==> src/rtl/hazard3_ahbl_arbiter_pkg.sv <==
// Shared definitions for the N-port AHB-Lite arbiter.
//   - HTRANS encodings that the arbiter generates or decodes
//   - AHB-Lite sideband field widths
//   - one-hot to index helper, used to drive hmaster
package hazard3_ahbl_arbiter_pkg;

  localparam int W_HTRANS  = 2;
  localparam int W_HSIZE   = 3;
  localparam int W_HPROT   = 4;
  localparam int W_HMASTER = 8;
  localparam int MAX_PORTS = 4;

  localparam logic [W_HTRANS-1:0] HTRANS_IDLE = 2'b00;
  localparam logic [W_HTRANS-1:0] HTRANS_NSEQ = 2'b10;

  // Returns the index of the set bit. Zero when no bit is set.
  function automatic logic [W_HMASTER-1:0] oh_to_idx(input logic [MAX_PORTS-1:0] oh);
    oh_to_idx = '0;
    for (int i = 0; i < MAX_PORTS; i++)
      if (oh[i]) oh_to_idx = W_HMASTER'(i);
  endfunction

endpackage

==> src/rtl/hazard3_ahbl_arbiter_if.sv <==
// Bus bundle for hazard3_ahbl_arbiter.
//   src_* : N_PORTS upstream AHB-Lite masters (packed, port i in element [i])
//   dst_* : the single downstream AHB-Lite master port
// Modports:
//   master : the arbiter's view (it is the master of the downstream bus)
//   slave  : the surrounding system's view (upstream masters + downstream slave)
interface hazard3_ahbl_arbiter_if
  import hazard3_ahbl_arbiter_pkg::*;
#(
  parameter int N_PORTS = 2,
  parameter int W_ADDR  = 32,
  parameter int W_DATA  = 32
);
  logic [N_PORTS-1:0][W_ADDR-1:0]   src_haddr;
  logic [N_PORTS-1:0]               src_hwrite;
  logic [N_PORTS-1:0][W_HTRANS-1:0] src_htrans;
  logic [N_PORTS-1:0][W_HSIZE-1:0]  src_hsize;
  logic [N_PORTS-1:0][W_HPROT-1:0]  src_hprot;
  logic [N_PORTS-1:0][W_DATA-1:0]   src_hwdata;
  logic [N_PORTS-1:0]               src_hready;
  logic [N_PORTS-1:0]               src_hresp;
  logic [N_PORTS-1:0][W_DATA-1:0]   src_hrdata;

  logic [W_ADDR-1:0]    dst_haddr;
  logic                 dst_hwrite;
  logic [W_HTRANS-1:0]  dst_htrans;
  logic [W_HSIZE-1:0]   dst_hsize;
  logic [W_HPROT-1:0]   dst_hprot;
  logic [W_HMASTER-1:0] dst_hmaster;
  logic [W_DATA-1:0]    dst_hwdata;
  logic                 dst_hready;
  logic                 dst_hresp;
  logic [W_DATA-1:0]    dst_hrdata;

  modport master (
    input  src_haddr, src_hwrite, src_htrans, src_hsize, src_hprot, src_hwdata,
    output src_hready, src_hresp, src_hrdata,
    output dst_haddr, dst_hwrite, dst_htrans, dst_hsize, dst_hprot, dst_hmaster, dst_hwdata,
    input  dst_hready, dst_hresp, dst_hrdata
  );

  modport slave (
    output src_haddr, src_hwrite, src_htrans, src_hsize, src_hprot, src_hwdata,
    input  src_hready, src_hresp, src_hrdata,
    input  dst_haddr, dst_hwrite, dst_htrans, dst_hsize, dst_hprot, dst_hmaster, dst_hwdata,
    output dst_hready, dst_hresp, dst_hrdata
  );

endinterface

==> src/rtl/hazard3_ahbl_arbiter_req_buf.sv <==
// One-entry address-phase capture buffer for one upstream port.
//   load_i    : capture haddr/hwrite/hsize/hprot and mark valid
//   release_i : buffered request was accepted downstream, drop it
//   valid_o and *_o : buffered request
module hazard3_ahbl_arbiter_req_buf
  import hazard3_ahbl_arbiter_pkg::*;
#(
  parameter int W_ADDR = 32
) (
  input  logic               clk,
  input  logic               rst_n,
  input  logic               load_i,
  input  logic               release_i,
  input  logic [W_ADDR-1:0]  haddr_i,
  input  logic               hwrite_i,
  input  logic [W_HSIZE-1:0] hsize_i,
  input  logic [W_HPROT-1:0] hprot_i,
  output logic               valid_o,
  output logic [W_ADDR-1:0]  haddr_o,
  output logic               hwrite_o,
  output logic [W_HSIZE-1:0] hsize_o,
  output logic [W_HPROT-1:0] hprot_o
);

  logic valid_q, valid_d;

  // A port that holds a buffered request is stalled, so load and release
  // never coincide in practice; load wins if they ever do.
  always_comb begin
    valid_d = valid_q;
    if (load_i)         valid_d = 1'b1;
    else if (release_i) valid_d = 1'b0;
  end

  always_ff @(posedge clk or negedge rst_n) begin
    if (!rst_n) begin
      valid_q  <= 1'b0;
      haddr_o  <= '0;
      hwrite_o <= 1'b0;
      hsize_o  <= '0;
      hprot_o  <= '0;
    end else begin
      valid_q <= valid_d;
      if (load_i) begin
        haddr_o  <= haddr_i;
        hwrite_o <= hwrite_i;
        hsize_o  <= hsize_i;
        hprot_o  <= hprot_i;
      end
    end
  end

  assign valid_o = valid_q;

endmodule

==> src/rtl/hazard3_ahbl_arbiter.sv <==
// Fixed-priority (lowest index wins) N-port AHB-Lite arbiter.
// Ports:
//   clk, rst_n : clock, asynchronous active-low reset
//   bus        : hazard3_ahbl_arbiter_if.master, upstream src_* and downstream dst_*
// A request that loses arbitration, or is presented during a downstream
// stall, is captured in the port's one-entry buffer and the port is stalled
// until that request's data phase completes.
module hazard3_ahbl_arbiter
  import hazard3_ahbl_arbiter_pkg::*;
#(
  parameter int N_PORTS = 2,
  parameter int W_ADDR  = 32,
  parameter int W_DATA  = 32
) (
  input  logic                  clk,
  input  logic                  rst_n,
  hazard3_ahbl_arbiter_if.master bus
);

  logic [N_PORTS-1:0] live, req, gnt, buf_valid;
  logic [N_PORTS-1:0] dph_active_q, dph_active_d;
  logic [N_PORTS-1:0] held_gnt_q;
  logic               hold_q, hold_d;

  logic [N_PORTS-1:0][W_ADDR-1:0]  buf_haddr;
  logic [N_PORTS-1:0]              buf_hwrite;
  logic [N_PORTS-1:0][W_HSIZE-1:0] buf_hsize;
  logic [N_PORTS-1:0][W_HPROT-1:0] buf_hprot;

  for (genvar i = 0; i < N_PORTS; i++) begin : g_port
    // Address phase as seen by the master: NSEQ/SEQ while its hready is high.
    assign live[i] = bus.src_htrans[i][1] & bus.src_hready[i];
    assign req[i]  = buf_valid[i] | live[i];

    assign bus.src_hready[i] = dph_active_q[i] ? bus.dst_hready : ~buf_valid[i];
    assign bus.src_hresp[i]  = dph_active_q[i] & bus.dst_hresp;
    assign bus.src_hrdata[i] = bus.dst_hrdata;

    hazard3_ahbl_arbiter_req_buf #(.W_ADDR(W_ADDR)) u_buf (
      .clk      (clk),
      .rst_n    (rst_n),
      // Capture unless this live request goes straight through downstream.
      .load_i   (live[i] & ~(gnt[i] & bus.dst_hready & ~buf_valid[i])),
      .release_i(gnt[i] & bus.dst_hready),
      .haddr_i  (bus.src_haddr[i]),
      .hwrite_i (bus.src_hwrite[i]),
      .hsize_i  (bus.src_hsize[i]),
      .hprot_i  (bus.src_hprot[i]),
      .valid_o  (buf_valid[i]),
      .haddr_o  (buf_haddr[i]),
      .hwrite_o (buf_hwrite[i]),
      .hsize_o  (buf_hsize[i]),
      .hprot_o  (buf_hprot[i])
    );
  end

  // Grant: during a downstream wait state the previous grant is held so the
  // address phase stays stable; otherwise the lowest requesting index wins.
  always_comb begin
    gnt = '0;
    if (hold_q) begin
      gnt = held_gnt_q;
    end else begin
      for (int i = N_PORTS - 1; i >= 0; i--)
        if (req[i]) begin
          gnt    = '0;
          gnt[i] = 1'b1;
        end
    end
  end

  always_comb begin
    bus.dst_haddr  = '0;
    bus.dst_hwrite = 1'b0;
    bus.dst_hsize  = '0;
    bus.dst_hprot  = '0;
    bus.dst_hwdata = '0;
    for (int i = 0; i < N_PORTS; i++) begin
      if (gnt[i]) begin
        bus.dst_haddr  = buf_valid[i] ? buf_haddr[i]  : bus.src_haddr[i];
        bus.dst_hwrite = buf_valid[i] ? buf_hwrite[i] : bus.src_hwrite[i];
        bus.dst_hsize  = buf_valid[i] ? buf_hsize[i]  : bus.src_hsize[i];
        bus.dst_hprot  = buf_valid[i] ? buf_hprot[i]  : bus.src_hprot[i];
      end
      if (dph_active_q[i]) bus.dst_hwdata = bus.src_hwdata[i];
    end
  end

  assign bus.dst_htrans  = |gnt ? HTRANS_NSEQ : HTRANS_IDLE;
  assign bus.dst_hmaster = oh_to_idx(MAX_PORTS'(gnt));

  // Hold only across plain wait states; an error cycle lets arbitration
  // re-evaluate so the erroring master may withdraw.
  assign hold_d       = bus.dst_htrans[1] & ~bus.dst_hready & ~bus.dst_hresp;
  assign dph_active_d = bus.dst_hready ? gnt : dph_active_q;

  always_ff @(posedge clk or negedge rst_n) begin
    if (!rst_n) begin
      hold_q       <= 1'b0;
      held_gnt_q   <= '0;
      dph_active_q <= '0;
    end else begin
      hold_q       <= hold_d;
      held_gnt_q   <= gnt;
      dph_active_q <= dph_active_d;
    end
  end

endmodule
==> src/flat_wrapper.sv <==
// flat-port wrapper written by rule: the top's interface ports become plain ports
module hazard3_ahbl_arbiter_flat import hazard3_ahbl_arbiter_pkg::*;
#(
  parameter int N_PORTS = 2,
  parameter int W_ADDR  = 32,
  parameter int W_DATA  = 32
)
  (clk, rst_n, bus_src_haddr, bus_src_hwrite, bus_src_htrans, bus_src_hsize, bus_src_hprot, bus_src_hwdata, bus_src_hready, bus_src_hresp, bus_src_hrdata, bus_dst_haddr, bus_dst_hwrite, bus_dst_htrans, bus_dst_hsize, bus_dst_hprot, bus_dst_hmaster, bus_dst_hwdata, bus_dst_hready, bus_dst_hresp, bus_dst_hrdata);
  hazard3_ahbl_arbiter_if #(.N_PORTS(N_PORTS), .W_ADDR(W_ADDR), .W_DATA(W_DATA)) bus_i ();
  input  logic clk;
  input  logic rst_n;
  input wire logic [$bits(bus_i.src_haddr)-1:0] bus_src_haddr;
  input wire logic [$bits(bus_i.src_hwrite)-1:0] bus_src_hwrite;
  input wire logic [$bits(bus_i.src_htrans)-1:0] bus_src_htrans;
  input wire logic [$bits(bus_i.src_hsize)-1:0] bus_src_hsize;
  input wire logic [$bits(bus_i.src_hprot)-1:0] bus_src_hprot;
  input wire logic [$bits(bus_i.src_hwdata)-1:0] bus_src_hwdata;
  output wire logic [$bits(bus_i.src_hready)-1:0] bus_src_hready;
  output wire logic [$bits(bus_i.src_hresp)-1:0] bus_src_hresp;
  output wire logic [$bits(bus_i.src_hrdata)-1:0] bus_src_hrdata;
  output wire logic [$bits(bus_i.dst_haddr)-1:0] bus_dst_haddr;
  output wire logic [$bits(bus_i.dst_hwrite)-1:0] bus_dst_hwrite;
  output wire logic [$bits(bus_i.dst_htrans)-1:0] bus_dst_htrans;
  output wire logic [$bits(bus_i.dst_hsize)-1:0] bus_dst_hsize;
  output wire logic [$bits(bus_i.dst_hprot)-1:0] bus_dst_hprot;
  output wire logic [$bits(bus_i.dst_hmaster)-1:0] bus_dst_hmaster;
  output wire logic [$bits(bus_i.dst_hwdata)-1:0] bus_dst_hwdata;
  input wire logic [$bits(bus_i.dst_hready)-1:0] bus_dst_hready;
  input wire logic [$bits(bus_i.dst_hresp)-1:0] bus_dst_hresp;
  input wire logic [$bits(bus_i.dst_hrdata)-1:0] bus_dst_hrdata;
  assign bus_i.src_haddr = bus_src_haddr;
  assign bus_i.src_hwrite = bus_src_hwrite;
  assign bus_i.src_htrans = bus_src_htrans;
  assign bus_i.src_hsize = bus_src_hsize;
  assign bus_i.src_hprot = bus_src_hprot;
  assign bus_i.src_hwdata = bus_src_hwdata;
  assign bus_src_hready = bus_i.src_hready;
  assign bus_src_hresp = bus_i.src_hresp;
  assign bus_src_hrdata = bus_i.src_hrdata;
  assign bus_dst_haddr = bus_i.dst_haddr;
  assign bus_dst_hwrite = bus_i.dst_hwrite;
  assign bus_dst_htrans = bus_i.dst_htrans;
  assign bus_dst_hsize = bus_i.dst_hsize;
  assign bus_dst_hprot = bus_i.dst_hprot;
  assign bus_dst_hmaster = bus_i.dst_hmaster;
  assign bus_dst_hwdata = bus_i.dst_hwdata;
  assign bus_i.dst_hready = bus_dst_hready;
  assign bus_i.dst_hresp = bus_dst_hresp;
  assign bus_i.dst_hrdata = bus_dst_hrdata;
  hazard3_ahbl_arbiter #(.N_PORTS(N_PORTS), .W_ADDR(W_ADDR), .W_DATA(W_DATA)) u_core (.clk(clk), .rst_n(rst_n), .bus(bus_i));
endmodule
==> config.mk <==
export PLATFORM = sky130hd
export DESIGN_NAME = hazard3_ahbl_arbiter_flat
export DESIGN_NICKNAME = d
export VERILOG_FILES = /design/src/rtl/hazard3_ahbl_arbiter_pkg.sv /design/src/rtl/hazard3_ahbl_arbiter_if.sv /design/src/rtl/hazard3_ahbl_arbiter_req_buf.sv /design/src/rtl/hazard3_ahbl_arbiter.sv /design/src/flat_wrapper.sv
export SDC_FILE = /design/constraint.sdc
export NUM_CORES = 1
export LEC_CHECK = 0
export BUFFER_PORTS_ARGS = -buffer_cell sky130_fd_sc_hd__buf_2
export CAP_MARGIN = 15
export CORE_MARGIN = 5
export CORE_UTILIZATION = 27
export CTS_CLUSTER_SIZE = 28
export DETAILED_ROUTE_END_ITERATION = 8
export SLEW_MARGIN = 20
export SYNTH_ARGS = -nofsm -noshare
export SYNTH_HDL_FRONTEND = slang
export SYNTH_SLANG_ARGS = --single-unit
==> constraint.sdc <==
create_clock -name clk -period 2.8 [get_ports clk]
set_clock_uncertainty 0.15 [all_clocks]
set_input_delay 0.56 -clock clk [delete_from_list [all_inputs] [get_ports clk]]
set_output_delay 0.56 -clock clk [all_outputs]
set_load 0.02 [all_outputs]
==> results.md, run 1 <==
- DR iter-0 viols: 139
- Synth Register Bits: 87
- First-pass detailed-route iteration total: 4
- Post-route cell area: 7090 sq um
- Clk Latency, worst-skew pair: 340 ps
- Hold Path Class: in2async
- ANT cells: 0
- Placed inst area: 6780 sq um
- Post-synthesis compound-gate area fraction: 0.117
- Finished Layout Cells: 906
- Status: finished, final reports clean
- Reg clk slew, reported paths: 70 ps
- Hold Fails Final Rpt: 0
- Startpoint Class: flop
- Worst endpoint required time: 2090 ps
- Crit share post-route: 0.945
- Mux cell area share after synthesis: 0.345
- Critical path arrival: 1940 ps
- Via count: 4253
- Synth Instances: 467
- Seq/Total Area, Yosys: 0.377
- TritonCTS clock tree: built
- Post-DR wirelength/cell: 19.9 microns
- Slowest CP cell: dfrtp_2
- Nets: 810
- Max Clock Freq: 378 MHz
- Initial Util: 0.275
- CTS H-tree depth: 3
- Layout area overhead: 22.9%
- Placed Cells: 890
- Vias in the first global route: 4451
- Fin. max-slew vios: 0
- Vias per cell: 4.69
- Critical path cell sequence: nand2b_1 > a211oi_2 > nand2b_4 > inv_2 > nand2_4 > buf_12 > o22ai_1 > buf_4
- Worst Path Class, Setup: reg2out
- Core box area: 21000 sq um
- CTS hold repair buffers: 0
- Layout cells sized above 1: 0.569
- DRC: 0
- Simple logic cell fraction of the synthesized area: 0.0167
- Largest family of logic cells by synthesized area: multiplexers
- Die Area: 24400 sq um
- Num rows: 53
- Die span in x: 156 microns
- Routed WL: 18.0 mm
- Post-Synth XOR/XNOR Area: 0
- # IOs: 334
- GRT Total Usage: 0.140
- Worst hold slack: 8.59 ps
- Antenna violations before repair: 2
- Setup TNS: 0 ps
- Gpl congestion: 0.748
- Crit path max-delay family: flip-flops
- Root buf cell: clkbuf_16
- Worst Path Buf+Inv: 3
- Grt ovf: 0
- CTS buffer count: 9
- Worst path max stage delay: 440 ps
- RSZ-0062 raised after global routing: false
- I/O Buffers: 227
- Peak VDD IR: 0.485 mV
- Detailed Place HPWL: 13.6 mm
- Largest net degree at the start of global routing: 45
- Setup-failing EPs final: 0
- Ys Warns: 0
- R2R setup slack: 550 ps
- Setup crit end kind: output port
- Routed Antenna Nets: 0
- P_leak: 3.74 nW
- Syn Area/Cell: 12.4 sq um
- # clock sinks: 87
- CP max FO: 14
- Synth Area in Adders: 0
- Mapped Area: 5770 sq um
- First-pass GRT wire length: 26.2 mm
- Distinct cells, synth: 30
- Power Density: 1220 nW/um^2
- Final min period: 2650 ps
- Max_cap viols: 0
- Clk buf depth: 2
- Die height: 156 microns
stage by stage:
step	total power, mW	setup WS [ps]	utilization
floorplan	6.08	378	-
global placement	7.51	64.5	0.322
detailed placement	7.55	71.6	0.322
CTS	8.77	12.2	0.336
global route	9.21	48.0	0.337
finish	8.67	154	0.337
kinds of logic (layout without fill, tap and decap cells):
| logic type | Yosys count | count (layout) |
|---|---|---|
| buffers and inverters | 113 | 270 |
| other | 1 | 8 |
| AO/OA/AOI/OAI | 89 | 89 |
| AND/OR/NAND/NOR | 17 | 17 |
| flip-flops | 87 | 87 |
| multiplexers | 160 | 160 |
per-layer routing:
layer / track usage / vias up / share of wire
li1: - / 1948 / -
met3: 0.0404 / 49 / 0.070
met1: 0.164 / 2084 / 0.40
met2: 0.246 / 170 / 0.51
met4: 0.0496 / 2 / 0.025
met5: 0 / - / 0.00061
state kept, by name (all words and copies together), names as in the netlist:
register                      cells
u_core.g_port.u_buf.haddr_o      64
u_core.dph_active_q               2
u_core.g_port.u_buf.hprot_o       8
u_core.hold_q                     1
u_core.g_port.u_buf.hwrite_o      2
u_core.g_port.u_buf.valid_o       2
u_core.held_gnt_q                 2
u_core.g_port.u_buf.hsize_o       6
layout make-up:
cell class,instances,area [sq um]
flip-flops and latches,87,2180
repair buffers,247,1430
fillers,2128,13900
inverters,7,26.3
multi-input cells,274,2840
clock inverters,7,55.1
well taps,275,344
clock buffers,9,225
cell usage after synthesis:
| cell type | instances | share of area |
|---|---|---|
| a21bo_2 | 1 | 0.0017 |
| a22o_1 | 31 | 0.047 |
| a21o_1 | 1 | 0.0013 |
| clkbuf_1 | 16 | 0.010 |
| mux2_4 | 78 | 0.20 |
| o22ai_1 | 41 | 0.044 |
| mux2_2 | 2 | 0.0039 |
| nand2b_1 | 6 | 0.0065 |
| buf_2 | 2 | 0.0017 |
| o221ai_2 | 1 | 0.0026 |
| buf_4 | 73 | 0.095 |
| buf_12 | 4 | 0.014 |
| nand2_2 | 1 | 0.0011 |
| conb_1 | 1 | 0.00065 |
| o21ai_0 | 2 | 0.0017 |
| inv_1 | 6 | 0.0039 |
| buf_6 | 8 | 0.016 |
| and2_1 | 2 | 0.0022 |
| a21boi_2 | 2 | 0.0039 |
| nor2_1 | 1 | 0.00065 |
| nand2_1 | 6 | 0.0039 |
| dfrtp_1 | 87 | 0.38 |
| mux2i_1 | 80 | 0.14 |
| a211oi_1 | 5 | 0.0065 |
| o311a_4 | 1 | 0.0037 |
| o21ai_2 | 1 | 0.0015 |
| buf_1 | 3 | 0.0020 |
| nor2b_4 | 1 | 0.0024 |
| inv_2 | 1 | 0.00065 |
| a21oi_1 | 3 | 0.0026 |
layout by cell type (no fill, tap or decap):
cell type,instances
a211oi_1,4
a211oi_2,1
a21bo_2,1
a21boi_2,1
a21boi_4,1
a21o_1,1
a21oi_1,3
a22o_1,31
and2_1,2
buf_12,10
buf_2,223
buf_4,13
buf_6,1
clkbuf_16,9
clkinv_2,1
clkinv_4,1
clkinvlp_4,2
conb_1,8
dfrtp_1,84
dfrtp_2,3
inv_1,6
inv_2,1
inv_6,3
mux2_2,2
mux2_4,78
mux2i_1,80
nand2_1,6
nand2_4,1
nand2b_1,5
nand2b_4,1
nor2_2,1
nor2b_4,1
o21ai_0,2
o21ai_4,1
o221ai_2,1
o22ai_1,40
o22ai_2,1
o311a_4,1
timing repair:
action	CTS	global route
pin swaps	0	1
setup buffers	0	0
resized for setup	2	7
setup endpoints to repair	3	40
power by group:
part	switching, mW	internal [mW]
combinational	2.71	2.54
sequential	0.371	1.90
clock	0.539	0.611
total	3.62	5.04
path summary, 6_finish.rpt:
kind / start / endpoint / cells past startpoint
worst max-delay path: u_core.dph_active_q[0] / bus_dst_hprot[0] / 8
worst min-delay path: rst_n / u_core.g_port[1].u_buf.haddr_o[9] / 1
worst max register to register: u_core.g_port[0].u_buf.valid_o / u_core.g_port[0].u_buf.hprot_o[1] / 6
worst min register to register: u_core.g_port[0].u_buf.haddr_o[31] / u_core.g_port[0].u_buf.haddr_o[31] / 1
max in group asynchronous: rst_n / u_core.g_port[0].u_buf.valid_o / 2
min in group clk: bus_dst_hresp / u_core.hold_q / 2
Power figures use the tool's default switching activity.
==> run 2, diff against run 1 <==
REMOVE_ABC_BUFFERS = 1   (was default)
clock period = 3 ns   (was 2.8 ns; I/O delays follow)
==> run 2 against run 1 <==
Worst setup slack better by 47 ps. Clock power shrank 4%. Global-route usage grew 0.16 points. Combinational power fell by 11%. Critical endpoint is now bus_dst_haddr[21]. Wire length grew 1.3%. Critical path type is now in2out. Worst hold slack gained 54 ps. Critical path depth is 1 higher. Via count up 0.31%. Total power decreased by 9.3%. Cell area down 1.5%.
==> results.md, run 2 (synthesized netlist as in run 1, its figures left out) <==
- Status: finished, final reports clean
- Biggest register: u_core.g_port.u_buf.haddr_o
- Antenna violations before repair: 0 (-2)
- Die span in x: 156 microns (unchanged)
- First-pass GRT wire length: 26.5 mm (+1.1%)
- Peak VDD IR: 0.454 mV (-6.3%)
- Slew headroom: 0.640
- CTS buffer count: 9 (unchanged)
- Largest regs: u_core.g_port.u_buf.haddr_o: 64 flops, u_core.g_port.u_buf.hprot_o: 8 flops, u_core.g_port.u_buf.hsize_o: 6 flops
- Via count: 4266 (+0.31%)
- DR iter-0 viols: 211 (+52%)
- Die Area: 24400 sq um (unchanged)
- Setup crit end kind: output port
- CP max FO: 28 (+14)
- GR Util met2: 0.208 (-0.0382)
- Most frequent cells in the layout: 226 x buf_2, 85 x dfrtp_1, 80 x mux2i_1
- Clk buf depth: 2 (unchanged)
- Setup TNS: 0 ps (unchanged)
- CTS H-tree depth: 3 (unchanged)
- Max reg flops: 64 (unchanged)
- DRC: 0 (unchanged)
- Routed WL: 18.3 mm (+1.3%)
- Layout cells sized above 1: 0.556 (-0.0130)
- Worst Tran Pin Value: 540 ps
- Startpoint Class: input port
- Setup-failing EPs final: 0 (unchanged)
- Initial Util: 0.275 (unchanged)
- Routed Antenna Nets: 0 (unchanged)
- GR peak layer: met2
- GRT Total Usage: 0.142 (+0.00157)
- RSZ-0062 raised after global routing: false
- P_leak: 3.69 nW (-1.4%)
- Fillers: 2122 (-0.28%)
- Worst endpoint required time: 2250 ps (+160 ps)
- Finished Layout Cells: 902 (-0.44%)
- Commonest non-fill, non-tap cell in the layout: buf_2
- Post-route cell area: 6990 sq um (-1.5%)
- Placed inst area: 6700 sq um (-1.1%)
- # clock sinks: 87 (unchanged)
- Hold Path Class: in2async
- Fin. max-slew vios: 0 (unchanged)
- Final min period: 2800 ps
- Reg clk slew, reported paths: 60 ps (about the same)
- Clk Latency, worst-skew pair: 340 ps (about the same)
- First-pass detailed-route iteration total: 4 (unchanged)
- Die height: 156 microns (unchanged)
- Layout area overhead: 21.1%
- Gpl congestion: 0.708 (-5.4%)
- TritonCTS clock tree: built
- Largest net degree at the start of global routing: 55 (+22%)
- Post-CTS Setup Bufs: 0 (unchanged)
- # IOs: 334 (unchanged)
- Nets: 805 (-0.62%)
- I/O Buffers: 227 (unchanged)
- Worst Path Class, Setup: in2out
- Met1 Usage GRT: 0.182 (+0.0181)
- Grt met3 use: 0.0741 (+0.0337)
- Max_cap viols: 0 (unchanged)
- Hold Fails Final Rpt: 0 (unchanged)
- Num rows: 53 (unchanged)
- Vias in the first global route: 4440 (-0.25%)
- Root buf cell: clkbuf_16
- Vias per cell: 4.73 (+0.75%)
- Crit share post-route: 0.933
- Critical path arrival: 2050 ps (+110 ps)
- Core box area: 21000 sq um (unchanged)
- Max Clock Freq: 357 MHz
- Detailed Place HPWL: 13.4 mm (-1.9%)
- Power Density: 1120 nW/um^2 (-7.9%)
- Grt ovf: 0 (unchanged)
- Post-DR wirelength/cell: 20.3 microns (+1.7%)
- Placed Cells: 885 (-0.56%)
[run 2: changes by cell type in the layout (fill, tap and decap cells not counted), moves of 2 or more]
cell	change
buf_12	-3
buf_2	+3
buf_4	-4
clkbuf_1	+3
clkbuf_8	+2
inv_6	-3
[run 2: layout make-up]
type                            count  area [sq um]  area share
Clock buffer                       14           264      0.0378
Timing Repair Buffer              242          1340       0.192
Antenna cell                        1          2.50    0.000358
Tap cell                          275           344      0.0492
Multi-Input combinational cell    274          2820       0.403
Inverter                            7          26.3     0.00376
Sequential cell                    87          2180       0.312
Clock inverter                      2          15.0     0.00215
[run 2: path summary, 6_finish.rpt]
check	startpoint	to	slack [ps]	cells after the start
max	bus_dst_hready	bus_dst_haddr[21]	200	9
max in group asynchronous	rst_n	u_core.g_port[1].u_buf.hsize_o[1]	1960	2
min	rst_n	u_core.g_port[1].u_buf.haddr_o[15]	60	1
min reg2reg	u_core.g_port[0].u_buf.haddr_o[23]	u_core.g_port[0].u_buf.haddr_o[23]	350	1
min in group clk	bus_dst_hresp	u_core.hold_q	300	2
max reg2reg	u_core.g_port[0].u_buf.valid_o	u_core.g_port[1].u_buf.haddr_o[25]	730	6
[run 2: power by group]
part | internal (mW) | total [mW] | switching [mW]
Combinational | 2.25 | 4.65 | 2.39
Clock | 0.610 | 1.10 | 0.487
Sequential | 1.77 | 2.12 | 0.350
Total | 4.63 | 7.86 | 3.23
[run 2: layer usage]
metal	routed length (microns)	vias to the layer above
li1	-	1933
met1	7870	2056
met2	7620	257
met3	2500	16
met4	170	4
met5	126	-
[run 2: per-stage QoR]
step	setup slack [ps]	total power [mW]	hold slack (ps)	utilization
final	201	7.86	63.0	0.332
after global placement	159	6.77	336	0.319
after floorplan	-1100	5.37	154	-
after CTS	111	7.96	76.0	0.332
after detailed placement	158	6.82	343	0.319
after global routing	38.9	8.35	99.0	0.332
[run 2: repair_timing]
action / 4_1_cts / 5_1_grt
endpoints found under the hold margin: 0 / 0
gates resized for setup: 0 / 1
endpoints found under the setup margin: 0 / 16
hold buffers: 0 / 0
[run 2: critical path, stage by stage]
cell	delay (ps)
buf_2	110
nand2b_1	170
a211oi_2	250
nand2b_1	190
inv_2	70
nand2_2	100
buf_12	210
o22ai_1	150
buf_2	180
